**src/rtl/uart_rx_fifo.sv**
```systemverilog
// UART receiver with 16x oversampling, 3-sample majority voting, runtime
// frame configuration, break detection and a registered-output receive FIFO.
module uart_rx_fifo #(
  parameter int Oversample  = 16,
  parameter int DivWidth    = 16,
  parameter int MaxDataBits = 9,
  parameter int FifoDepth   = 8,
  parameter int SyncStages  = 2
) (
  input  logic                           clk,
  input  logic                           rst_n,
  input  logic [DivWidth-1:0]            cfg_divisor,
  input  logic [3:0]                     cfg_data_bits,
  input  logic [1:0]                     cfg_parity,
  input  logic                           cfg_two_stop,
  input  logic                           rx_in,
  output logic [MaxDataBits-1:0]         m_data,
  output logic                           m_parity_err,
  output logic                           m_frame_err,
  output logic                           m_valid,
  input  logic                           m_ready,
  output logic [$clog2(FifoDepth+1)-1:0] fifo_level,
  output logic                           break_pulse,
  output logic                           overrun_pulse
);

  localparam int OsW   = $clog2(Oversample);
  localparam int CntW  = $clog2(FifoDepth + 1);
  localparam int PtrW  = $clog2(FifoDepth);
  localparam int WordW = MaxDataBits + 2;
  localparam logic [OsW-1:0] OS_LAST = OsW'(Oversample - 1);
  localparam logic [OsW-1:0] SMP_LO  = OsW'(Oversample / 2 - 1);
  localparam logic [OsW-1:0] SMP_HI  = OsW'(Oversample / 2 + 1);

  typedef enum logic [2:0] {IDLE, START, DATA, PARITY, STOP, BREAK_WAIT} state_e;

  state_e                 state_q;
  logic [SyncStages-1:0]  sync_q;
  logic [DivWidth-1:0]    div_cnt_q, lat_div_q, div_sel_s, div_eff_s;
  logic [OsW-1:0]         os_cnt_q, brk_cnt_q;
  logic [1:0]             vote_q, lat_par_q;
  logic [3:0]             bit_cnt_q, lat_bits_q;
  logic [MaxDataBits-1:0] shift_q;
  logic                   lat_two_q, stop_idx_q, par_err_q, frm_err_q, all_zero_q;
  logic                   break_pulse_q, overrun_q;
  logic                   line_s, tick_s, start_s, in_win_s, decide_s, bit_end_s, maj_s;
  logic                   frm_err_s, zero_s, last_stop_s, push_s;
  logic [WordW-1:0]       push_word_s;

  logic [WordW-1:0]       mem_q [FifoDepth];
  logic [PtrW-1:0]        wr_q, rd_q, wr_d, rd_d;
  logic [CntW-1:0]        count_q, count_d, remain_s;
  logic [WordW-1:0]       head_q, head_d;
  logic                   valid_q, valid_d, pop_s, full_s, push_ok_s, overrun_s;

  assign line_s = sync_q[SyncStages-1];

  // Bring the asynchronous line into the clock domain; idles high.
  always_ff @(posedge clk or negedge rst_n) begin
    if (!rst_n) sync_q <= {SyncStages{1'b1}};
    else        sync_q <= {sync_q[SyncStages-2:0], rx_in};
  end

  // Live divisor while idle, latched divisor inside a frame; zero acts as one.
  always_comb begin
    div_sel_s = (state_q == IDLE) ? cfg_divisor : lat_div_q;
    if (div_sel_s == DivWidth'(0)) div_eff_s = DivWidth'(1);
    else                           div_eff_s = div_sel_s;
  end

  assign tick_s      = (div_cnt_q >= div_eff_s - DivWidth'(1));
  assign start_s     = (state_q == IDLE) && !line_s;
  assign in_win_s    = tick_s && (os_cnt_q >= SMP_LO) && (os_cnt_q <= SMP_HI);
  assign decide_s    = tick_s && (os_cnt_q == SMP_HI);
  assign bit_end_s   = tick_s && (os_cnt_q == OS_LAST);
  assign maj_s       = (vote_q == 2'd2) || ((vote_q == 2'd1) && line_s);
  assign frm_err_s   = frm_err_q | ~maj_s;
  assign zero_s      = all_zero_q & ~maj_s;
  assign last_stop_s = (state_q == STOP) && decide_s && (stop_idx_q == lat_two_q);
  assign push_s      = last_stop_s && !zero_s;
  assign push_word_s = {frm_err_s, par_err_q, shift_q};

  // Baud tick generator; restarts on start detection to align with the edge.
  always_ff @(posedge clk or negedge rst_n) begin
    if (!rst_n)      div_cnt_q <= DivWidth'(0);
    else if (start_s || tick_s) div_cnt_q <= DivWidth'(0);
    else             div_cnt_q <= div_cnt_q + DivWidth'(1);
  end

  // Receive FSM: oversample counting, majority voting, framing and break.
  always_ff @(posedge clk or negedge rst_n) begin
    if (!rst_n) begin
      state_q <= IDLE;       os_cnt_q <= OsW'(0);     brk_cnt_q <= OsW'(0);
      vote_q <= 2'd0;        bit_cnt_q <= 4'd0;       shift_q <= MaxDataBits'(0);
      lat_div_q <= DivWidth'(0); lat_bits_q <= 4'd8;  lat_par_q <= 2'd0;
      lat_two_q <= 1'b0;     stop_idx_q <= 1'b0;      par_err_q <= 1'b0;
      frm_err_q <= 1'b0;     all_zero_q <= 1'b1;      break_pulse_q <= 1'b0;
    end else begin
      break_pulse_q <= 1'b0;
      if (tick_s && (state_q != IDLE) && (state_q != BREAK_WAIT)) begin
        os_cnt_q <= (os_cnt_q == OS_LAST) ? OsW'(0) : os_cnt_q + OsW'(1);
        if (decide_s)      vote_q <= 2'd0;
        else if (in_win_s) vote_q <= vote_q + {1'b0, line_s};
      end
      case (state_q)
        IDLE: begin
          if (!line_s) begin
            state_q    <= START;
            os_cnt_q   <= OsW'(0);
            vote_q     <= 2'd0;
            bit_cnt_q  <= 4'd0;
            shift_q    <= MaxDataBits'(0);
            par_err_q  <= 1'b0;
            frm_err_q  <= 1'b0;
            all_zero_q <= 1'b1;
            stop_idx_q <= 1'b0;
            lat_div_q  <= cfg_divisor;
            lat_two_q  <= cfg_two_stop;
            lat_par_q  <= (cfg_parity == 2'd3) ? 2'd0 : cfg_parity;
            if (cfg_data_bits < 4'd5)      lat_bits_q <= 4'd5;
            else if (cfg_data_bits > 4'd9) lat_bits_q <= 4'd9;
            else                           lat_bits_q <= cfg_data_bits;
          end
        end
        START: begin
          if (decide_s && maj_s) state_q <= IDLE;
          else if (bit_end_s)    state_q <= DATA;
        end
        DATA: begin
          if (decide_s) begin
            shift_q[bit_cnt_q] <= maj_s;
            bit_cnt_q          <= bit_cnt_q + 4'd1;
            all_zero_q         <= zero_s;
          end
          if (bit_end_s && (bit_cnt_q == lat_bits_q))
            state_q <= (lat_par_q != 2'd0) ? PARITY : STOP;
        end
        PARITY: begin
          if (decide_s) begin
            par_err_q  <= (^shift_q ^ maj_s) != (lat_par_q == 2'd2);
            all_zero_q <= zero_s;
          end
          if (bit_end_s) state_q <= STOP;
        end
        STOP: begin
          if (decide_s) begin
            frm_err_q  <= frm_err_s;
            all_zero_q <= zero_s;
            stop_idx_q <= 1'b1;
          end
          if (last_stop_s) begin
            os_cnt_q <= OsW'(0);
            if (zero_s) begin
              break_pulse_q <= 1'b1;
              brk_cnt_q     <= OsW'(0);
              state_q       <= BREAK_WAIT;
            end else begin
              state_q <= IDLE;
            end
          end
        end
        BREAK_WAIT: begin
          if (tick_s) begin
            if (!line_s)                    brk_cnt_q <= OsW'(0);
            else if (brk_cnt_q == OS_LAST)  state_q   <= IDLE;
            else                            brk_cnt_q <= brk_cnt_q + OsW'(1);
          end
        end
        default: state_q <= IDLE;
      endcase
    end
  end

  // FIFO next state; the head word is precomputed so m_* come straight from flops.
  always_comb begin
    pop_s     = valid_q & m_ready;
    full_s    = (count_q == CntW'(FifoDepth));
    push_ok_s = push_s & (~full_s | pop_s);
    overrun_s = push_s & full_s & ~pop_s;
    count_d   = count_q + CntW'(push_ok_s) - CntW'(pop_s);
    remain_s  = count_q - CntW'(pop_s);
    rd_d      = rd_q + PtrW'(pop_s);
    wr_d      = wr_q + PtrW'(push_ok_s);
    if (remain_s != CntW'(0)) head_d = mem_q[rd_d];
    else if (push_ok_s)       head_d = push_word_s;
    else                      head_d = {WordW{1'b0}};
    valid_d   = (count_d != CntW'(0));
  end

  // FIFO storage; only written on an accepted push.
  always_ff @(posedge clk) begin
    if (push_ok_s) mem_q[wr_q] <= push_word_s;
  end

  // FIFO pointers, occupancy, registered head word and overrun pulse.
  always_ff @(posedge clk or negedge rst_n) begin
    if (!rst_n) begin
      wr_q <= PtrW'(0); rd_q <= PtrW'(0); count_q <= CntW'(0);
      head_q <= {WordW{1'b0}}; valid_q <= 1'b0; overrun_q <= 1'b0;
    end else begin
      wr_q <= wr_d; rd_q <= rd_d; count_q <= count_d;
      head_q <= head_d; valid_q <= valid_d; overrun_q <= overrun_s;
    end
  end

  assign m_data        = head_q[MaxDataBits-1:0];
  assign m_parity_err  = head_q[MaxDataBits];
  assign m_frame_err   = head_q[MaxDataBits+1];
  assign m_valid       = valid_q;
  assign fifo_level    = count_q;
  assign break_pulse   = break_pulse_q;
  assign overrun_pulse = overrun_q;

endmodule
```
**config.mk**
```make
export PLATFORM = sky130hd
export DESIGN_NAME = uart_rx_fifo
export DESIGN_NICKNAME = d
export VERILOG_FILES = /design/src/rtl/uart_rx_fifo.sv
export SDC_FILE = /design/constraint.sdc
export NUM_CORES = 1
export LEC_CHECK = 0
export BUFFER_PORTS_ARGS = -buffer_cell sky130_fd_sc_hd__buf_2
export CAP_MARGIN = 10
export CORE_ASPECT_RATIO = 0.75
export CORE_MARGIN = 2
export CORE_UTILIZATION = 55
export CTS_BUF_LIST = sky130_fd_sc_hd__clkbuf_8
export CTS_CLUSTER_SIZE = 16
export DETAILED_ROUTE_END_ITERATION = 16
export PLACE_DENSITY_LB_ADDON = 0.3
export SLEW_MARGIN = 5
export SYNTH_ARGS = -nofsm -noshare
export SYNTH_HDL_FRONTEND = slang
export SYNTH_SLANG_ARGS = --single-unit
```
**constraint.sdc**
```tcl
create_clock -name clk -period 14.7 [get_ports clk]
set_input_delay 2.205 -clock clk [delete_from_list [all_inputs] [get_ports clk]]
set_output_delay 2.205 -clock clk [all_outputs]
set_load 0.02 [all_outputs]
```
==> summary.txt, run 1 <==
CP dominant cell by count - ha_1
M1 WL - 9680 um
gpl congestion - 0.918
slew margin rel. - 23.1%
Hold Startpoint - sync_q[0]
initial antenna violation count - 0
Area Overhead vs Synth - 9.30%
worst r2r src - state_q[1]
H-tree levels - 4
first-pass GRT wire length - 32200 um
Power Total - 1.36 mW
critical path cell sequence - buf_2, nor4_1, nand4_1, a22oi_2, o21a_1, nor2_1, ha_1, o21ai_0, o21bai_1, xnor2_1, ha_1, nand4_1, nor2_1, or4b_1, a311oi_2, nand2_2, ha_1, inv_1, ha_1, inv_1, fa_1, xor2_1, or4_1
metal2 WL - 8600 um
I/O pins - 45
CP Launch Type - input pin
# setup viols final - 0
Die Ht - 116 um
max-cap violations - 0
CTS buffer count - 17
Met3 Wirelength - 1320 um
fraction of layout cells with a size suffix above 1 - 17.5%
final count of hold timing violations - 0
Post-synth EDFFs - 88
Async SR Flop Fraction - 51.9%
worst-skew pair later-pin latency - 0.47 ns
Pwr per Cell Area - 136 mW/mm2
Antenna Cells - 0
register area share after synthesis - 54.8%
Avg Vias per Cell - 5.93
syn_area_per_cell - 11.8 um2
Final Util - 62.0%
CP Launch Point - cfg_divisor[3]
Iteration-0 DRC Markers - 481
Post-Place Cells - 1011
CP Buf/Inv Count - 3
Initial Util - 56.7%
Post-Synthesis Cells - 778
post-CTS repair timing setup buffer count - 0
Worst Path Max Fanout - 9
nets@finish - 887
iteration count of the initial detailed-routing pass - 5
class of the most critical setup path - in -> reg
Slowest cell on crit path - or4b_1
port bufs - 44
HP Class - reg -> reg
synth unique cells - 67
largest net degree at the start of global routing - 49
CORE AREA - 0.0162 mm2
Mapped Area - 0.00917 mm2
Critical Path RT - 15.05 ns
Detailed Place HPWL - 13900 um
Crit path largest cell delay - 0.61 ns
Clock Path Buffers - 2
Die Area - 0.0177 mm2
vias in the first global route - 5988
Worst Clk Skew - 0.0166 ns
CTS tree - yes
VDD IR max - 115 uV
Synth warnings - 0
unrepaired setup endpoints after global routing - false
CTS hold repair buffers - 0
fmax - 137 MHz
commonest non-fill, non-tap cell in the layout - nand2_1
# clock sinks - 183
CP endpoint kind - register
highest-count cells in the layout ignoring fill and taps - 116 x nand2_1, 91 x dfrtp_1, 88 x edfxtp_1, 70 x nor2_1, 43 x buf_2
Slew @ Worst Pin - 1.15 ns
Final Slew Violations - 0
status - completed
Max Used Layer - met4
FF+latch count, synth - 183
Wirelength per Cell - 19.0 um
Routed Antenna Nets - 0
WL final - 19800 um
Pleak - 4.31 nW
total gr overflow - 0
clk slew on worst S/H paths - 0.11 ns
Die W - 153 um
# rows - 40
post-CTS sizing - 0
Non-Filler Instances - 1044
via count - 6191
Tot GR Track Use - 23.5%
Setup TNS - 0 ns
Tcrit/Tclk final - 49.8%
Primary FF master, synth - dfrtp_1
clock root buffer - clkbuf_8
Syn Nets - 844
DRC viols - 0
Tmin final - 7.32 ns
top cell family by delay on the critical path - simple AND/OR/NAND/NOR gates
critical path arrival - 7.67 ns
-- area by class of cell --
type	instances	area, um2
fill	1245	6150
sequential	183	5020
multi-input combinational	545	3940
timing repair buffer	54	318
tap	210	263
clock buffer	17	234
clock inverter	15	163
inverter	20	75.1
-- logic make-up (layout without fill, tap and decap cells) --
group                    Yosys count  in the layout  synth area share, %
flip-flops                       183            183                 54.8
XOR/XNOR                          48             48                 4.59
adder cells (fa/ha/maj)           39             39                 5.41
multiplexers                      53             53                 8.86
AO/OA/AOI/OAI                    107            107                 8.63
AND/OR/NAND/NOR                  298            298                 15.3
buffers and inverters             50            106                 2.38
-- worst paths after layout --
kind | to | slack (ns) | cells past startpoint
max | m_valid | 7.38 | 23
min | sync_q[1] | 0.37 | 0
max reg2reg | m_valid | 7.91 | 22
min reg2reg | sync_q[1] | 0.37 | 0
max in group asynchronous | shift_q[0] | 11.93 | 2
min in group asynchronous | lat_div_q[7] | 1.73 | 1
-- stage by stage --
stage	hold slack [ns]	setup slack [ns]	cell area [um2]
floorplan	0.345	7.67	9170
global placement	0.349	7.10	9590
detailed placement	0.352	6.91	9590
CTS	0.366	7.44	9990
global route	0.374	6.84	10000
finish	0.368	7.38	10000
-- where the power goes --
part	total [mW]	leakage, nW	switching [mW]	internal [mW]
sequential	0.644	2.22	0.0653	0.579
combinational	0.378	1.89	0.225	0.154
clock	0.337	0.198	0.196	0.141
-- Yosys cell counts, drive strengths merged, types with 3 or more instances --
cell | n | area [um2]
nand2b | 10 | 62.6
nor2b | 4 | 25.0
a31oi | 5 | 52.6
xor2 | 26 | 228
mux2i | 29 | 290
nand2 | 118 | 448
a31o | 13 | 123
xnor2 | 22 | 193
dfrtp | 91 | 2280
nand3 | 20 | 100
nor3b | 4 | 30.0
and3 | 10 | 67.6
buf | 16 | 90.1
or4 | 4 | 30.0
mux4 | 22 | 495
inv | 20 | 75.1
edfxtp | 88 | 2640
o21bai | 3 | 22.5
nor2 | 71 | 267
nand3b | 7 | 52.6
o21a | 4 | 30.0
clkbuf | 14 | 52.6
nor3 | 19 | 105
or3 | 4 | 25.0
o21ai | 36 | 184
a22o | 9 | 78.8
nor4 | 7 | 50.1
dfstp | 4 | 105
a21oi | 15 | 75.1
nand4 | 15 | 93.8
ha | 38 | 475
-- state kept, by name (all words and copies together) (netlist names), 9 cells and up --
register,flops
shift_q,9
mem_q,88
head_q,11
lat_div_q,16
div_cnt_q,16
-- per-layer routing --
| metal | up-vias | track usage [%] |
|---|---|---|
| li1 | 2915 | - |
| met1 | 3052 | 35.9 |
| met2 | 203 | 34.6 |
| met3 | 21 | 5.16 |
| met4 | 0 | 5.74 |
| met5 | - | 0 |
No activity file was read; power rests on OpenSTA's default activity.
==> run 2: changes to the inputs <==
clock period = 6.4 ns   (was 14.7 ns; I/O delays follow)
==> summary.txt, run 2 (same netlist as run 1, synthesis figures left out) <==
status - completed
VDD IR max - 217 uV (+88%)
port bufs - 44 (unchanged)
WL final - 20000 um (+1.2%)
Worst Path Max Fanout - 16 (+7)
Power Total - 3.11 mW (+130%)
iteration count of the initial detailed-routing pass - 5 (unchanged)
Pwr per Cell Area - 309 mW/mm2 (+130%)
CTS hold repair buffers - 0 (unchanged)
highest-count cells in the layout ignoring fill and taps - 116 x nand2_1, 91 x dfrtp_1, 88 x edfxtp_1, 70 x nor2_1, 43 x buf_2
Clock Path Buffers - 2 (unchanged)
area of the multi-input gates - 0.00394 mm2 (about the same)
Largest regs - mem_q x88, div_cnt_q x16, lat_div_q x16
commonest non-fill, non-tap cell in the layout - nand2_1
I/O pins - 45 (unchanged)
CTS buffer count - 17 (unchanged)
CP endpoint kind - register
largest net degree at the start of global routing - 49 (unchanged)
Die W - 153 um (unchanged)
Clk network pwr share - 23.6% (-1.2 points)
max-cap violations - 0 (unchanged)
Slowest cell on crit path - or3_1
dpl cell area - 0.00968 mm2 (+0.91%)
# setup viols final - 0 (unchanged)
Tmin final - 5.95 ns
DRC viols - 0 (unchanged)
Largest Register - mem_q
Routed Antenna Nets - 0 (unchanged)
Worst Hold End - sync_q[1]
Iteration-0 DRC Markers - 608 (+26%)
Initial Util - 56.7% (unchanged)
via count - 6361 (+2.7%)
total gr overflow - 0 (unchanged)
Setup TNS - 0 ns (unchanged)
final count of hold timing violations - 0 (unchanged)
max FFs per register - 88 (unchanged)
clk slew on worst S/H paths - 0.10 ns (about the same)
critical path cell sequence - or3_1, nand4_1, a22oi_2, o21a_1, nor2_1, ha_1, o221ai_1, nor3b_1, xor2_1, ha_1, nand4_1, nor2_1, or4b_1, a311oi_2, nand2_2, ha_1, inv_1, ha_1, inv_1, fa_1, inv_1, or4_1
CP dominant cell by count - ha_1
fillcell total - 1251 (+0.48%)
CORE AREA - 0.0162 mm2 (unchanged)
gpl congestion - 0.943 (+2.7%)
HP Class - reg -> reg
Wirelength per Cell - 19.0 um (+0.15%)
post-route setup slack - 0.450 ns (-6.93 ns)
worst-skew pair later-pin latency - 0.47 ns (about the same)
# rows - 40 (unchanged)
fmax - 168 MHz
unrepaired setup endpoints after global routing - false
Crit path largest cell delay - 0.60 ns (about the same)
Hold Startpoint - sync_q[0]
sw frac - 36.3% (+0.56 points)
nets@finish - 898 (+1.2%)
Antenna Cells - 0 (unchanged)
post-CTS sizing - 0 (unchanged)
slew margin rel. - 29.6% (+6.5 points)
worst r2r src - state_q[0]
Switch Pwr - 1.13 mW (+130%)
post-CTS repair timing setup buffer count - 0 (unchanged)
WHS Path Cells - 0 (unchanged)
initial antenna violation count - 0 (unchanged)
Tot GR Track Use - 24.2% (+0.68 points)
Slew @ Worst Pin - 1.06 ns (-0.0937 ns)
first-pass GRT wire length - 33300 um (+3.5%)
RR Endpoint - m_valid
cell-internal power - 1.98 mW (+130%)
class of the most critical setup path - reg -> reg
register area - 0.00502 mm2 (unchanged)
CP Launch Type - register
Detailed Place HPWL - 14200 um (+2.6%)
clock root buffer - clkbuf_8
Final Slew Violations - 0 (unchanged)
Avg Vias per Cell - 6.03 (+1.7%)
H-tree levels - 4 (unchanged)
part of the power in registers - 47.0% (-0.4 points)
Worst Clk Skew - 0.0176 ns (+0.000928 ns)
R2R Setup Slk - 0.45 ns (-7.46 ns)
Tcrit/Tclk final - 93.0%
CTS tree - yes
# clock sinks - 183 (unchanged)
Area Overhead vs Synth - 9.76%
post-route cell area - 0.0101 mm2 (+0.42%)
critical path arrival - 6.30 ns (-1.37 ns)
Die Area - 0.0177 mm2 (unchanged)
Fin Hold WS - 0.364 ns (-0.00403 ns)
fraction of layout cells with a size suffix above 1 - 18.5% (+0.96 points)
DP Worst Slack - 0.194 ns (-6.71 ns)
Die Ht - 116 um (unchanged)
FF-to-FF path depth - 22 (unchanged)
Pleak - 4.35 nW (+0.99%)
Critical Path RT - 6.75 ns (-8.30 ns)
vias in the first global route - 6191 (+3.4%)
Logic pwr share - 29.4% (+1.6 points)
## run 2: worst max path at each step
stage | slack (ns) | startpoint | to | cells past startpoint
floorplan | 0.62 | cfg_divisor[3] | m_valid | 24
finish | 0.45 | state_q[0] | m_valid | 22
global placement | 0.41 | cfg_divisor[3] | m_valid | 24
detailed placement | 0.19 | cfg_divisor[3] | m_valid | 24
CTS | 0.45 | state_q[0] | m_valid | 22
global route | 0.02 | state_q[0] | m_valid | 23
## run 2: critical path: cells and delay by family, from the launching register on
family	cells	cell delay, ns
fa+ha+maj	5	1.51
buf+inv	3	0.17
compound gates	4	0.80
simple gates	9	2.68
xor+xnor	1	0.12
flops	1	0.56
## run 2: cell type report
class | instances | share of cell area (%)
Timing Repair Buffer | 65 | 3.78
Inverter | 20 | 0.746
Sequential cell | 183 | 50.0
Clock buffer | 17 | 2.33
Tap cell | 210 | 2.61
Clock inverter | 15 | 1.39
Multi-Input combinational cell | 545 | 39.2
## run 2: per-stage QoR
step,utilization [%],std cells
after floorplan,-,778
after global placement,59.9,1023
after detailed placement,59.9,1023
after CTS,62.2,1055
after global routing,62.2,1055
final,62.2,1055
## run 2: per-layer routing
metal / vias to the layer above / wire length [um] / GRT usage (%)
met2: 246 / 8760 / 35.7
met4: 0 / 219 / 5.99
met5: - / 0 / 0
li1: 2939 / - / -
met3: 26 / 1400 / 5.09
met1: 3150 / 9670 / 37.0
## run 2: power groups by stage
stage | sequential, mW | clock (mW) | combinational (mW)
2_1_floorplan | 1.43 | 0 | 0.673
3_3_place_gp | 1.48 | 0 | 0.874
3_5_place_dp | 1.48 | 0 | 0.903
4_1_cts | 1.45 | 0.745 | 0.908
5_1_grt | 1.47 | 0.801 | 1.03
6_report | 1.46 | 0.732 | 0.914
==> run 3: changes to the inputs <==
ABC_CLOCK_PERIOD_IN_PS = 7500   (was default)
clock period = 7.5 ns   (was 6.4 ns; I/O delays follow)
==> summary.txt, run 3 (same netlist as run 1, synthesis figures left out) <==
status - completed
Pwr per Cell Area - 264 mW/mm2 (-14%)
via count - 6194 (-2.6%)
Final Slew Violations - 0 (unchanged)
Die Area - 0.0177 mm2 (unchanged)
Slew @ Worst Pin - 1.06 ns (+0.00339 ns)
CTS hold repair buffers - 0 (unchanged)
CTS buffer count - 17 (unchanged)
Final Util - 62.0% (-0.21 points)
worst r2r src - state_q[1]
post-CTS sizing - 0 (unchanged)
port bufs - 44 (unchanged)
CP Launch Point - state_q[1]
CP Launch Type - register
first-pass GRT wire length - 32000 um (-3.8%)
Worst Clk Skew - 0.0204 ns (+0.00285 ns)
Avg Vias per Cell - 5.90 (-2.1%)
Pleak - 4.33 nW (-0.46%)
Tcrit/Tclk final - 86.2% (-6.8 points)
commonest non-fill, non-tap cell in the layout - nand2_1
DRC viols - 0 (unchanged)
I/O pins - 45 (unchanged)
Power Total - 2.65 mW (-15%)
fmax - 155 MHz (-8.0%)
Detailed Place HPWL - 14000 um (-1.5%)
Worst Path Max Fanout - 28 (+12)
CTS tree - yes
Setup TNS - 0 ns (unchanged)
initial antenna violation count - 0 (unchanged)
Tmin final - 6.46 ns (+0.514 ns)
WL final - 19600 um (-2.1%)
final count of hold timing violations - 0 (unchanged)
fraction of layout cells with a size suffix above 1 - 17.6% (-0.82 points)
R2R Setup Slk - 1.04 ns (+0.59 ns)
max-cap violations - 0 (unchanged)
Slowest cell on crit path - dfrtp_1
Critical Path RT - 7.84 ns (+1.09 ns)
Routed Antenna Nets - 0 (unchanged)
Die W - 153 um (unchanged)
VDD IR max - 207 uV (-4.5%)
CORE AREA - 0.0162 mm2 (unchanged)
clock root buffer - clkbuf_8
post-route cell area - 0.0100 mm2 (-0.34%)
post-route setup slack - 1.04 ns (+0.586 ns)
Initial Util - 56.7% (unchanged)
# rows - 40 (unchanged)
total gr overflow - 0 (unchanged)
RR Endpoint - m_valid
class of the most critical setup path - reg -> reg
FF-to-FF path depth - 24 (+9.1%)
Levels on crit path - 24 (+9.1%)
Iteration-0 DRC Markers - 569 (-6.4%)
largest net degree at the start of global routing - 50 (+2.0%)
Clock Path Buffers - 2 (unchanged)
dpl cell area - 0.00964 mm2 (-0.47%)
iteration count of the initial detailed-routing pass - 5 (unchanged)
highest-count cells in the layout ignoring fill and taps - 116 x nand2_1, 91 x dfrtp_1, 88 x edfxtp_1, 70 x nor2_1, 43 x buf_2
Largest Register - mem_q
H-tree levels - 4 (unchanged)
top cell family by delay on the critical path - simple AND/OR/NAND/NOR gates
DP Worst Slack - 0.769 ns (+0.576 ns)
Die Ht - 116 um (unchanged)
Largest regs - mem_q x88, div_cnt_q x16, lat_div_q x16
Area Overhead vs Synth - 9.39%
CP Buf/Inv Count - 3 (unchanged)
# clock sinks - 183 (unchanged)
unrepaired setup endpoints after global routing - false
critical path arrival - 6.80 ns (+0.50 ns)
WHS Path Cells - 0 (unchanged)
post-CTS repair timing setup buffer count - 0 (unchanged)
max FFs per register - 88 (unchanged)
nets@finish - 892 (-0.67%)
CP endpoint kind - register
HP Class - reg -> reg
worst-skew pair later-pin latency - 0.46 ns (about the same)
# setup viols final - 0 (unchanged)
critical path cell sequence - nor3_2, buf_4, nand4_1, a22oi_2, o21a_1, nor2_1, ha_1, o21ai_0, nor2_1, xor2_1, mux2i_1, ha_1, nand4_1, nor2_1, or4b_1, a311oi_2, nand2_2, ha_1, inv_1, ha_1, inv_1, fa_1, xor2_1, or4_1
Wirelength per Cell - 18.7 um (-1.5%)
vias in the first global route - 6014 (-2.9%)
slew margin rel. - 29.4% (-0.23 points)
CP dominant cell by count - ha_1
gpl congestion - 0.944 (+0.14%)
clk slew on worst S/H paths - 0.10 ns (about the same)
Antenna Cells - 0 (unchanged)
crit path to - m_valid
Tot GR Track Use - 23.2% (-1.0 points)
Crit path largest cell delay - 0.74 ns (+0.14 ns)
## run 3: changes by cell type in the layout (fill, tap and decap cells not counted)
cell       delta
clkinv_8      -1
nor2_2        +1
clkinv_4      -1
nor2_4        -1
clkinv_1      +1
clkinv_2      -2
buf_4         -6
inv_1         +1
bufinv_16     +1
clkbuf_8      +1
## run 3: how the worst min path moves through the flow
stage	start	endpoint	slack, ns
2_1_floorplan	sync_q[0]	sync_q[1]	0.35
3_3_place_gp	sync_q[0]	sync_q[1]	0.35
3_5_place_dp	sync_q[0]	sync_q[1]	0.35
4_1_cts	sync_q[0]	sync_q[1]	0.36
5_1_grt	sync_q[0]	sync_q[1]	0.36
6_report	sync_q[0]	sync_q[1]	0.36
## run 3: area by class of cell
| class | instances | area [um2] |
|---|---|---|
| clock buffer | 18 | 248 |
| clock inverter | 14 | 143 |
| fill | 1251 | 6140 |
| inverter | 20 | 75.1 |
| multi-input combinational | 545 | 3940 |
| sequential | 183 | 5020 |
| tap | 210 | 263 |
| timing repair buffer | 59 | 335 |
## run 3: routing by layer
layer  vias up  track usage (%)  share of wire, %
li1       2925                -                 -
met1      3032             35.9                49
met2       223             33.8                43
met3        14             5.35               7.4
met4         0             4.69              0.74
met5         -                0                 0
## run 3: per-stage QoR
step                hold WS, ns  cells
CTS                       0.362   1049
detailed placement        0.349   1017
floorplan                 0.345    778
finish                    0.360   1049
global route              0.363   1049
global placement          0.348   1017
## run 3: report_power, final
| part | switching, mW | leakage (nW) | internal (mW) |
|---|---|---|---|
| registers | 0.128 | 2.22 | 1.13 |
| clock network | 0.367 | 0.197 | 0.281 |
| logic | 0.438 | 1.91 | 0.301 |
| total | 0.933 | 4.33 | 1.72 |
